**config.mk**
```make
export PLATFORM = sky130hd
export DESIGN_NAME = color_stabilizer_flat
export DESIGN_NICKNAME = d
export VERILOG_FILES = /design/src/rtl/color_stabilizer_if.sv /design/src/rtl/color_stabilizer.sv /design/src/flat_wrapper.sv
export SDC_FILE = /design/constraint.sdc
export NUM_CORES = 1
export LEC_CHECK = 0
export CORE_MARGIN = 3
export CORE_UTILIZATION = 43
export CTS_CLUSTER_SIZE = 8
export DETAILED_ROUTE_END_ITERATION = 16
export HOLD_SLACK_MARGIN = 0.02
export SLEW_MARGIN = 20
export SYNTH_ARGS = -nofsm -noshare
export SYNTH_HDL_FRONTEND = slang
export SYNTH_SLANG_ARGS = --single-unit
```
**constraint.sdc**
```tcl
create_clock -name clock -period 2.6 [get_ports clock]
set_input_delay 0.52 -clock clock [delete_from_list [all_inputs] [get_ports clock]]
set_output_delay 0.52 -clock clock [all_outputs]
set_load 0.03 [all_outputs]
```
**src/rtl/color_stabilizer_if.sv**
```systemverilog
// Sensor-side bundle for color_stabilizer: move-done strobe, raw RGB samples in,
// latched cubestate color codes and status out.
interface color_stabilizer_if;
    logic       motors_done;
    logic       sample_valid;
    logic [7:0] edge_r;
    logic [7:0] edge_g;
    logic [7:0] edge_b;
    logic [7:0] corner_r;
    logic [7:0] corner_g;
    logic [7:0] corner_b;
    logic [2:0] edge_color_sensor;
    logic [2:0] corner_color_sensor;
    logic       color_sensor_stable;
    logic       sensor_fault;

    modport master (
        output motors_done, sample_valid,
        output edge_r, edge_g, edge_b, corner_r, corner_g, corner_b,
        input  edge_color_sensor, corner_color_sensor, color_sensor_stable, sensor_fault
    );

    modport slave (
        input  motors_done, sample_valid,
        input  edge_r, edge_g, edge_b, corner_r, corner_g, corner_b,
        output edge_color_sensor, corner_color_sensor, color_sensor_stable, sensor_fault
    );
endinterface

```
**src/rtl/color_stabilizer.sv**
```systemverilog
// Waits out mechanical settling after a move, classifies edge/corner RGB readings and
// reports the color pair once it has held steady for STABLE_COUNT samples.
module color_stabilizer #(
    parameter logic [19:0] SETTLE_CYCLES = 20'd50000,
    parameter int          STABLE_COUNT  = 4,
    parameter int          MAX_SAMPLES   = 64,
    parameter logic [7:0]  WHITE_MIN     = 8'd160,
    parameter logic [7:0]  DARK_MAX      = 8'd24
) (
    input  logic               clock,
    input  logic               reset_n,
    color_stabilizer_if.slave  bus
);

    localparam int MW = $clog2(STABLE_COUNT + 1);
    localparam int SW = $clog2(MAX_SAMPLES + 1);
    localparam logic [MW-1:0] MATCH_DONE   = MW'(STABLE_COUNT);
    localparam logic [SW-1:0] SAMPLE_LIMIT = SW'(MAX_SAMPLES);

    localparam logic [2:0] C_WHITE   = 3'd0;
    localparam logic [2:0] C_ORANGE  = 3'd1;
    localparam logic [2:0] C_GREEN   = 3'd2;
    localparam logic [2:0] C_RED     = 3'd3;
    localparam logic [2:0] C_BLUE    = 3'd4;
    localparam logic [2:0] C_YELLOW  = 3'd5;
    localparam logic [2:0] C_INVALID = 3'd7;

    typedef enum logic [1:0] {IDLE, SETTLE, SAMPLE, REPORT} state_t;

    // Ordered rule list; the first match wins. Products are widened to 10 bits.
    function automatic logic [2:0] classify(input logic [7:0] r, input logic [7:0] g,
                                            input logic [7:0] b);
        logic [7:0] hi;
        logic [7:0] lo;
        logic [9:0] g4;
        logic [9:0] r3;
        logic [9:0] g2;
        logic [9:0] r1;
        hi = (r > g) ? r : g;
        hi = (b > hi) ? b : hi;
        lo = (r < g) ? r : g;
        lo = (b < lo) ? b : lo;
        g4 = {g, 2'b00};
        r3 = {2'b00, r} + {1'b0, r, 1'b0};
        g2 = {1'b0, g, 1'b0};
        r1 = {2'b00, r};
        if (hi < DARK_MAX)          return C_INVALID;
        if (lo >= WHITE_MIN)        return C_WHITE;
        if (b > r && b > g)         return C_BLUE;
        if (g > r && g >= b)        return C_GREEN;
        if (g4 >= r3)               return C_YELLOW;
        if (g2 >= r1)               return C_ORANGE;
        return C_RED;
    endfunction

    state_t          state;
    state_t          next_state;
    logic [19:0]     settle_cnt;
    logic [MW-1:0]   match_cnt;
    logic [SW-1:0]   sample_cnt;
    logic [SW-1:0]   accept_cnt;
    logic [2:0]      edge_class;
    logic [2:0]      corner_class;
    logic [2:0]      s1_edge;
    logic [2:0]      s1_corner;
    logic            s1_valid;
    logic [2:0]      ref_edge;
    logic [2:0]      ref_corner;
    logic [2:0]      edge_out;
    logic [2:0]      corner_out;
    logic            fault;
    logic            do_report;
    logic            do_fault;
    logic            accept;

    assign edge_class   = classify(bus.edge_r, bus.edge_g, bus.edge_b);
    assign corner_class = classify(bus.corner_r, bus.corner_g, bus.corner_b);

    always_ff @(posedge clock or negedge reset_n) begin
        if (!reset_n) state <= IDLE;
        else          state <= next_state;
    end

    // A new move always wins, from any state, and cancels a report about to be made.
    always_comb begin
        next_state = state;
        do_report  = 1'b0;
        do_fault   = 1'b0;
        if (bus.motors_done) begin
            next_state = SETTLE;
        end else begin
            case (state)
                IDLE:   next_state = IDLE;
                SETTLE: if (settle_cnt == SETTLE_CYCLES - 20'd1) next_state = SAMPLE;
                SAMPLE: begin
                    if (match_cnt == MATCH_DONE) begin
                        next_state = REPORT;
                        do_report  = 1'b1;
                    end else if (sample_cnt == SAMPLE_LIMIT) begin
                        next_state = REPORT;
                        do_report  = 1'b1;
                        do_fault   = 1'b1;
                    end
                end
                REPORT: next_state = IDLE;
                default: next_state = IDLE;
            endcase
        end
        accept = (state == SAMPLE) && (next_state == SAMPLE) && bus.sample_valid &&
                 (accept_cnt != SAMPLE_LIMIT);
    end

    // Stage 1 registers the class pair; stage 2 folds it into the run-length match.
    always_ff @(posedge clock or negedge reset_n) begin
        if (!reset_n) begin
            settle_cnt <= '0;
            match_cnt  <= '0;
            sample_cnt <= '0;
            accept_cnt <= '0;
            s1_edge    <= '0;
            s1_corner  <= '0;
            s1_valid   <= 1'b0;
            ref_edge   <= '0;
            ref_corner <= '0;
            edge_out   <= '0;
            corner_out <= '0;
            fault      <= 1'b0;
        end else begin
            if (bus.motors_done)      settle_cnt <= '0;
            else if (state == SETTLE) settle_cnt <= settle_cnt + 20'd1;

            if (state != SAMPLE) begin
                match_cnt  <= '0;
                sample_cnt <= '0;
                accept_cnt <= '0;
                s1_valid   <= 1'b0;
            end else begin
                s1_valid <= accept;
                if (accept) begin
                    s1_edge    <= edge_class;
                    s1_corner  <= corner_class;
                    accept_cnt <= accept_cnt + SW'(1);
                end
                if (s1_valid) begin
                    if (sample_cnt != SAMPLE_LIMIT) sample_cnt <= sample_cnt + SW'(1);
                    if (s1_edge == C_INVALID || s1_corner == C_INVALID) begin
                        match_cnt <= '0;
                    end else if ({s1_edge, s1_corner} == {ref_edge, ref_corner} &&
                                 match_cnt != '0) begin
                        if (match_cnt != MATCH_DONE) match_cnt <= match_cnt + MW'(1);
                    end else begin
                        ref_edge   <= s1_edge;
                        ref_corner <= s1_corner;
                        match_cnt  <= MW'(1);
                    end
                end
            end

            if (bus.motors_done) begin
                fault <= 1'b0;
            end else if (do_report) begin
                fault      <= do_fault;
                edge_out   <= do_fault ? s1_edge   : ref_edge;
                corner_out <= do_fault ? s1_corner : ref_corner;
            end
        end
    end

    assign bus.edge_color_sensor   = edge_out;
    assign bus.corner_color_sensor = corner_out;
    assign bus.color_sensor_stable = (state == REPORT);
    assign bus.sensor_fault        = fault;

endmodule

```
**src/flat_wrapper.sv**
```systemverilog
// flat-port wrapper written by rule: the top's interface ports become plain ports
module color_stabilizer_flat 
#(
    parameter logic [19:0] SETTLE_CYCLES = 20'd50000,
    parameter int          STABLE_COUNT  = 4,
    parameter int          MAX_SAMPLES   = 64,
    parameter logic [7:0]  WHITE_MIN     = 8'd160,
    parameter logic [7:0]  DARK_MAX      = 8'd24
)
  (clock, reset_n, bus_motors_done, bus_sample_valid, bus_edge_r, bus_edge_g, bus_edge_b, bus_corner_r, bus_corner_g, bus_corner_b, bus_edge_color_sensor, bus_corner_color_sensor, bus_color_sensor_stable, bus_sensor_fault);
  color_stabilizer_if bus_i ();
  input  logic clock;
  input  logic reset_n;
  input wire logic [$bits(bus_i.motors_done)-1:0] bus_motors_done;
  input wire logic [$bits(bus_i.sample_valid)-1:0] bus_sample_valid;
  input wire logic [$bits(bus_i.edge_r)-1:0] bus_edge_r;
  input wire logic [$bits(bus_i.edge_g)-1:0] bus_edge_g;
  input wire logic [$bits(bus_i.edge_b)-1:0] bus_edge_b;
  input wire logic [$bits(bus_i.corner_r)-1:0] bus_corner_r;
  input wire logic [$bits(bus_i.corner_g)-1:0] bus_corner_g;
  input wire logic [$bits(bus_i.corner_b)-1:0] bus_corner_b;
  output wire logic [$bits(bus_i.edge_color_sensor)-1:0] bus_edge_color_sensor;
  output wire logic [$bits(bus_i.corner_color_sensor)-1:0] bus_corner_color_sensor;
  output wire logic [$bits(bus_i.color_sensor_stable)-1:0] bus_color_sensor_stable;
  output wire logic [$bits(bus_i.sensor_fault)-1:0] bus_sensor_fault;
  assign bus_i.motors_done = bus_motors_done;
  assign bus_i.sample_valid = bus_sample_valid;
  assign bus_i.edge_r = bus_edge_r;
  assign bus_i.edge_g = bus_edge_g;
  assign bus_i.edge_b = bus_edge_b;
  assign bus_i.corner_r = bus_corner_r;
  assign bus_i.corner_g = bus_corner_g;
  assign bus_i.corner_b = bus_corner_b;
  assign bus_edge_color_sensor = bus_i.edge_color_sensor;
  assign bus_corner_color_sensor = bus_i.corner_color_sensor;
  assign bus_color_sensor_stable = bus_i.color_sensor_stable;
  assign bus_sensor_fault = bus_i.sensor_fault;
  color_stabilizer #(.SETTLE_CYCLES(SETTLE_CYCLES), .STABLE_COUNT(STABLE_COUNT), .MAX_SAMPLES(MAX_SAMPLES), .WHITE_MIN(WHITE_MIN), .DARK_MAX(DARK_MAX)) u_core (.clock(clock), .reset_n(reset_n), .bus(bus_i));
endmodule
```
**Word-level counts from Yosys, hierarchy flattened**

Cells that the tools add are included.

- Add/subtract/negate cells: 6
- Magnitude comparators: 24
- Equal/unequal tests: 15
- Mux-type cells: 105
- Bitwise operators: 4
- Reductions and logical operators: 22

Operators with widths:

| cell | count |
|---|---|
| 3-bit 2-to-1 mux | 33 |
| 8-bit greater-than comparator | 10 |
| 8-bit 2-to-1 mux | 8 |
| 1-bit 2-to-1 mux | 52 |
| 20-bit 2-to-1 mux | 2 |
| 7-bit 2-to-1 mux | 5 |
| 8-bit less-than comparator | 4 |
| 20-bit by 1-bit adder with 20-bit output, second input constant | 1 |
| 8-bit by 9-bit adder with 10-bit output | 2 |
| 20-bit by 16-bit == test with 1-bit output, second input constant | 1 |
| 10-bit greater-or-equal comparator | 2 |
| 9-bit by 8-bit greater-or-equal comparator with 1-bit output | 2 |
| 8-bit greater-or-equal comparator | 2 |
| 8-bit greater-or-equal comparator, second input constant | 2 |
| 8-bit by 5-bit less-than comparator with 1-bit output, second input constant | 2 |
| 7-bit by 1-bit adder with 7-bit output, second input constant | 2 |
| 7-bit != test, second input constant | 2 |
| 2-bit nonzero test | 5 |
| 3-bit == test, second input constant | 3 |
| 1-bit logical AND | 8 |
| 2-bit 2-to-1 mux | 4 |
| 2-bit AND reduction | 4 |
| 7-bit == test, second input constant | 1 |
| 2-bit == test, second input constant | 3 |
| other kinds (13) | 16 |

- Bits in registers: 59
- Input bits: 52
- Output and inout port bits: 8
- Word-level logic and storage cells: 189

**Longest topological paths before layout**

- Depth after elaboration: 27
- Gate-level depth with buffers: 19

**Least setup slack after synthesis**

OpenSTA, ideal clock, no wires.

- Path kind: input -> register
- From: in bus_corner_r[1]
- To: reg u_core.s1_corner[1]
- Library setup time: 0.122 ns
- Arrival time: 3.454 ns
- Slack: -0.976 ns
- Stages on the path: 17
- Path buffers: 1
- Path through: inv_1 > ha_1 > nor2b_2 > o211ai_1 > a211o_1 > nand2_1 > clkbuf_1 > a21oi_1 > ha_1 > a21o_1 > a211o_1 > a21oi_1 > nand2_1 > a31oi_2 > mux2_4 > o2111ai_2 > a21oi_2

- Longest elaborated chain between the ends: 17

Ends and longest elaborated chain:

| element | line | text |
|---|---|---|
| from (decl) | flat_wrapper.sv:19 | `input wire logic [$bits(bus_i.corner_r)-1:0] bus_corner_r;` |
| 8-bit less-than comparator | color_stabilizer.sv:41 | `lo = (r < g) ? r : g;` |
| 8-bit 2-to-1 mux | color_stabilizer.sv:41 |  |
| 8-bit less-than comparator | color_stabilizer.sv:42 | `lo = (b < lo) ? b : lo;` |
| 8-bit 2-to-1 mux | color_stabilizer.sv:42 |  |
| 8-bit greater-or-equal comparator | color_stabilizer.sv:48 | `if (lo >= WHITE_MIN) return C_WHITE;` |
| 3-bit 2-to-1 mux (2 in a row) | color_stabilizer.sv:48 |  |
| 3-bit 2-to-1 mux | color_stabilizer.sv:49 | `if (b > r && b > g) return C_BLUE;` |
| 3-bit 2-to-1 mux | color_stabilizer.sv:50 | `if (g > r && g >= b) return C_GREEN;` |
| 3-bit 2-to-1 mux | color_stabilizer.sv:51 | `if (g4 >= r3) return C_YELLOW;` |
| 3-bit 2-to-1 mux | color_stabilizer.sv:52 | `if (g2 >= r1) return C_ORANGE;` |
| 3-bit 2-to-1 mux | color_stabilizer.sv:53 | `return C_RED;` |
| 3-bit 2-to-1 mux | color_stabilizer.sv:52 |  |
| 3-bit 2-to-1 mux | color_stabilizer.sv:51 |  |
| 3-bit 2-to-1 mux | color_stabilizer.sv:50 |  |
| 3-bit 2-to-1 mux | color_stabilizer.sv:49 |  |
| 3-bit 2-to-1 mux (*) | color_stabilizer.sv:48 |  |
| to (signal assigned) | color_stabilizer.sv:141 | `s1_corner <= corner_class;` |
| to (decl) | color_stabilizer.sv:65 | `logic [2:0] s1_corner;` |

Every way passes the cells marked *; elsewhere a longest branch is shown, timed or not. The select of a mux whose other input is x is not followed.
A chain may end at the register's enable or synchronous reset.

**Worst setup path after layout**

- From: in bus_edge_r[1]
- To: reg u_core.s1_edge[1]

- Longest elaborated chain between the ends: 17

Ends and longest elaborated chain:

| element | line | text |
|---|---|---|
| from (decl) | flat_wrapper.sv:16 | `input wire logic [$bits(bus_i.edge_r)-1:0] bus_edge_r;` |
| 8-bit less-than comparator | color_stabilizer.sv:41 |  |
| 8-bit 2-to-1 mux | color_stabilizer.sv:41 |  |
| 8-bit less-than comparator | color_stabilizer.sv:42 |  |
| 8-bit 2-to-1 mux | color_stabilizer.sv:42 |  |
| 8-bit greater-or-equal comparator | color_stabilizer.sv:48 |  |
| 3-bit 2-to-1 mux (2 in a row) | color_stabilizer.sv:48 |  |
| 3-bit 2-to-1 mux | color_stabilizer.sv:49 |  |
| 3-bit 2-to-1 mux | color_stabilizer.sv:50 |  |
| 3-bit 2-to-1 mux | color_stabilizer.sv:51 |  |
| 3-bit 2-to-1 mux | color_stabilizer.sv:52 |  |
| 3-bit 2-to-1 mux | color_stabilizer.sv:53 |  |
| 3-bit 2-to-1 mux | color_stabilizer.sv:52 |  |
| 3-bit 2-to-1 mux | color_stabilizer.sv:51 |  |
| 3-bit 2-to-1 mux | color_stabilizer.sv:50 |  |
| 3-bit 2-to-1 mux | color_stabilizer.sv:49 |  |
| 3-bit 2-to-1 mux (*) | color_stabilizer.sv:48 |  |
| to (signal assigned) | color_stabilizer.sv:140 | `s1_edge <= edge_class;` |
| to (decl) | color_stabilizer.sv:64 | `logic [2:0] s1_edge;` |

Marks and branches as above.

==> metrics.cfg <==
[outcome]
status=finished with violations
violations=negative setup slack

[setup_path]
r2r-start=u_core.match_cnt[0]
setup.worst_path.end_class=flop
crit_path_start_kind=input port
worstReg2RegEnd=u_core.accept_cnt[5]
cp_cell_sequence=buf_12 > inv_12 > ha_4 > nor2b_4 > o211ai_1 > a21o_1 > a21oi_4 > buf_6 > mux2i_1 > ha_1 > a21oi_2 > o21a_1 > nand3_1 > a211o_1 > o211ai_1 > mux2i_1 > nand2b_1 > o221a_2
critPathMaxFanout=5
rrSetupSlack_ns=0.45
path_class=in -> reg
crit_path_top_delay_cell=ha_1
r2r_cells=8
critPathMaxStageDelay_ns=0.29
critPathArrivalTime_ns=3.48
cp.required_ns=2.81

[sta]
hold_viol=0
fin_skew_ns=0.00769
setup_violations=6
rsz0062_at_grt=true
fin_crit_sh_pct=126
slew_headroom_pct=56.1
fin_crit_ns=3.27
final_max_slew_viol_count=0
worst_pin_slew_ns=0.652
max_freq_mhz=306
fin_ws_ns=-0.673

[power]
pwr_density_cell_nw_per_um2=387
power.leakage_nw=4.40
power.total_mw=3.52
worst_ir_drop_vdd_mv=0.358

[synthesis]
synth_most_common_cell=ha_1
yosysSeqAreaShare_pct=23.0
ys_types=65
ys_ff_latch=59
syn-instance-count=742
synthTopCellsByArea=ha_1, dfrtp_1, a21oi_1
avgSynthCellArea_sq_um=8.66
synth_top_area_cell=ha_1
yosys-top-cells-count=ha_1, nor2_1, a21oi_1
syn_nets=925
synth-edff-count=0
async_flop_share_pct=100
netlist_area_sq_um=6430
synth.top_cell.area_share_pct=25.1
yosys_warnings=0
ys.flop_type=dfrtp_1

[cells_and_area]
register_area_sq_um=1480
num-fill-cells=1224
final_util_pct=62.4
nets=1146
diodes=0
multiInputGateArea_sq_um=5080
area_growth_pct=41.6
drive_gt1_share_pct=31.9

[clock_tree]
cts_buffers=9
clkTransAtPathRegs_ns=0.05
cts.sinks=59
insertion_delay_ns=0.33
cts_tree=done
cts_hold_buf=0
ctsRootBufferMaster=clkbuf_16
htreeDepth=3
clk_path_buf_depth=2

[placement]
place_congestion=0.851
dp_hpwl_um=14400
portBuffers=59

[routing]
ant_nets=0
highest_layer=met4
met3_length_um=650
drt-initial-drc-count=289
wl_met2_um=9040
vias=6310
m1WireLength_um=8320
wl_um=18300
wire_per_inst_um=15.9
route.detailed.drc=0
firstDrtPassIters=4
vias_per_cell=5.48

[global_routing]
grt_pass1_wl_um=30100
grt_pass1_vias=6444
grt_max_degree=28
antenna_found_initial=0
gr-total-overflow=0
grt_usage_pct=22.2

[floorplanning]
fp.dieW_um=128
die_h_um=128
core_sq_um=14600
floorplan.initialDensity_pct=44.0
rows=44
io-pin-count=60
fp.dieArea_sq_um=16400

[hold_path]
hp-class=in -> async

[run]
cap_violations=0

## worst max-delay path by stage
stage	from	endpoint	slack [ns]	cells after the start
after floorplan	bus_corner_r[1]	u_core.s1_corner[1]	-0.66	17
after global placement	bus_edge_r[1]	u_core.s1_edge[2]	-1.39	20
after detailed placement	bus_edge_r[1]	u_core.s1_edge[2]	-1.51	19
after CTS	bus_edge_r[1]	u_core.s1_edge[2]	-0.67	19
after global routing	bus_edge_r[1]	u_core.s1_edge[1]	-0.85	18
final	bus_edge_r[1]	u_core.s1_edge[1]	-0.67	18
## worst max-delay path, delay by kind of cell
family	cells	cell delay, ns
adder cells (fa/ha/maj)	2	0.54
AO/OA/AOI/OAI	8	1.37
buffers and inverters	3	0.28
multiplexers	2	0.47
AND/OR/NAND/NOR	3	0.29
## metal layers
metal | vias up | GRT usage [%]
li1 | 3144 | -
met1 | 3010 | 28.9
met2 | 125 | 38.0
met3 | 31 | 3.04
met4 | 0 | 6.99
met5 | - | 0
## kinds of logic after synthesis
kind of cell / count (synthesis) / synth area share (%)
flip-flops: 59 / 23.0
adder cells (fa/ha/maj): 131 / 25.7
AO/OA/AOI/OAI: 186 / 18.5
AND/OR/NAND/NOR: 229 / 17.9
buffers and inverters: 63 / 3.95
multiplexers: 27 / 4.52
XOR/XNOR: 47 / 6.41
## per-stage QoR
step           TNS (ns)  setup WS, ns  instance area [sq um]  hold slack (ns)  cells
6_report          -3.58        -0.673                   9100            0.136   1151
5_1_grt           -4.50        -0.854                   9100            0.170   1151
4_1_cts           -3.81        -0.673                   8890            0.135   1146
3_5_place_dp      -8.59         -1.51                   8250            0.479   1100
3_3_place_gp      -8.00         -1.39                   8250            0.468   1100
2_1_floorplan     -3.69        -0.660                   6540            0.224    742
## what timing repair did
item                                    CTS  global route
endpoints found under the setup margin    6             6
cloned                                    0             1
pin swaps                                34            43
resized for setup                       137            81
buffers inserted                         31             6
## layout by cell type, fill, tap and decap left out, types with 6 or more instances in the layout
cell type,instances
a2111oi_0,6
nor2b_1,10
buf_6,13
a21oi_1,56
inv_1,33
buf_2,8
mux2_2,6
clkbuf_16,9
clkdlybuf4s50_1,26
dfrtp_1,59
and3_1,6
a21oi_2,14
mux2i_1,17
o211ai_1,6
nand3_1,32
ha_1,112
ha_4,16
nand2b_1,7
nor2_1,71
a21o_1,17
inv_2,10
nand2_1,45
buf_4,160
clkbuf_2,9
nand4_1,16
o21bai_1,9
o21ai_0,31
xnor2_1,17
o21a_1,7
xor2_1,29
## power by group
part | internal [mW] | total [mW] | switching [mW]
sequential | 0.932 | 0.950 | 0.0176
combinational | 0.720 | 1.39 | 0.673
clock | 0.786 | 1.18 | 0.393
total | 2.44 | 3.52 | 1.08
## flip-flops by register name (all words and copies together) (netlist names)
register	count
u_core.ref_edge	3
u_core.accept_cnt	7
u_core.bus.edge_color_sensor	3
u_core.bus.sensor_fault	1
u_core.s1_edge	3
u_core.bus.corner_color_sensor	3
u_core.sample_cnt	7
u_core.match_cnt	3
u_core.ref_corner	3
u_core.s1_corner	3
u_core.s1_valid	1
u_core.state	2
u_core.settle_cnt	20
## layout make-up
| type | count | area share, % |
|---|---|---|
| repair buffers | 222 | 19.7 |
| flip-flops and latches | 59 | 16.2 |
| clock inverters | 2 | 0.385 |
| multi-input cells | 621 | 55.8 |
| well taps | 184 | 2.53 |
| inverters | 50 | 2.47 |
| clock buffers | 13 | 2.86 |
Power figures use the tool's default switching activity.
==> variant: new RTL, config.mk and constraints unchanged <==
`MAX_SAMPLES` is set to 64 in 2 places; all go to 32.
--- a/src/rtl/color_stabilizer.sv
+++ b/src/rtl/color_stabilizer.sv
@@ -3,7 +3,7 @@
 module color_stabilizer #(
     parameter logic [19:0] SETTLE_CYCLES = 20'd50000,
     parameter int          STABLE_COUNT  = 4,
-    parameter int          MAX_SAMPLES   = 64,
+    parameter int          MAX_SAMPLES   = 32,
     parameter logic [7:0]  WHITE_MIN     = 8'd160,
     parameter logic [7:0]  DARK_MAX      = 8'd24
 ) (
--- a/src/flat_wrapper.sv
+++ b/src/flat_wrapper.sv
@@ -3,7 +3,7 @@
 #(
     parameter logic [19:0] SETTLE_CYCLES = 20'd50000,
     parameter int          STABLE_COUNT  = 4,
-    parameter int          MAX_SAMPLES   = 64,
+    parameter int          MAX_SAMPLES   = 32,
     parameter logic [7:0]  WHITE_MIN     = 8'd160,
     parameter logic [7:0]  DARK_MAX      = 8'd24
 )
Check against the original RTL: same outputs for any inputs over 10 cycles, from zero or initial values and one cycle with reset_n low; that may be too few to reach the edited logic, so the function may still have changed.
==> variant against the unedited design <==
The run still ends with negative setup slack left. Worst setup slack got worse by 230 ps. Design area decreased by 2.4%. Sequential share of layout area fell by 0.17 points. Sequential power decreased by 1%. Cell count fell by 2.3%. Critical path depth did not move. Clock power decreased by 10%. Sequential cell count fell by 2. Power fell by 2.3%. Area after synthesis fell by 1.1%. Wire length is 0.85% lower.
==> variant: results (changes against the unedited design) <==
run status finished, violations left; violated checks negative setup slack; met1 usage 29.3% (+0.40 points); DR vias/cell 5.64 (+2.9%); Final non-clock buffer share 18.5% (-1.2 points); Post-CTS Setup Bufs 19 (-39%); pin count of the biggest net entering global routing 31 (+11%); routability cong. 0.864 (+1.5%); Final setup viols 6 (unchanged); Worst Skew 5.94 ps (-1.75 ps); biggest regs u_core.settle_cnt: 20 flops, u_core.accept_cnt: 6 flops, u_core.sample_cnt: 6 flops; fraction of area in multi-input gates 57.5% (+1.7 points); area of the mapped netlist 6360 sq um (-1.1%); vias in the first global route 6406 (-0.59%); wire length per cell 16.1 um (+1.4%); Worst Setup Slack, final -900 ps (-227 ps); sequential share of cell area 16.1% (-0.17 points); CP max FO 6 (+1); top post-synthesis cells by area ha_1 25%, dfrtp_1 22%, a21oi_1 5.9%; fill cell count 1203 (-1.7%); metal3 WL 585 um (-10%); TNS Setup -4540 ps (-957 ps); slowest stage delay, CP 340 ps (+50 ps); Synth Area per Inst 8.72 sq um (+0.71%); worst slack, placed -1610 ps (-92.9 ps); Clock-cell share 3.10% (-0.15 points); multi-input gates 609 (-1.9%); most frequent cells after synthesis 129 x ha_1, 75 x a21oi_1, 68 x nor2_1; Netlist cell types 69 (+6.2%); dpl cells 1084 (-1.5%); DP Area 8150 sq um (-1.2%); hpwl dp 14.5 mm (+0.89%)
variant: kinds of logic after synthesis:
logic type	count (synthesis)
and+or+nand+nor	210
DFF	57
xor gates and xnor gates	42
buffers and inverters	63
AOI/OAI and AO/OA	202
adders and majority gates	131
muxes	24
variant: power by group:
group,internal [W],switching [W],total (W)
registers,0.000910,0.0000252,0.000936
logic,0.000729,0.000718,0.00145
clock network,0.000689,0.000367,0.00106
total,0.00233,0.00111,0.00344
variant: worst paths after layout:
path	start	to	slack, ps	depth (start not counted)
setup / recovery	bus_corner_r[1]	u_core.s1_corner[2]	-900	18
max in group asynchronous	reset_n	u_core.ref_corner[1]	1760	2
hold / removal	reset_n	u_core.settle_cnt[7]	250	1
setup reg to reg	u_core.settle_cnt[0]	u_core.s1_edge[2]	440	9
hold reg to reg	u_core.bus.edge_color_sensor[1]	u_core.bus.edge_color_sensor[1]	520	2
min in group clock	u_core.bus.edge_color_sensor[1]	u_core.bus.edge_color_sensor[1]	520	2
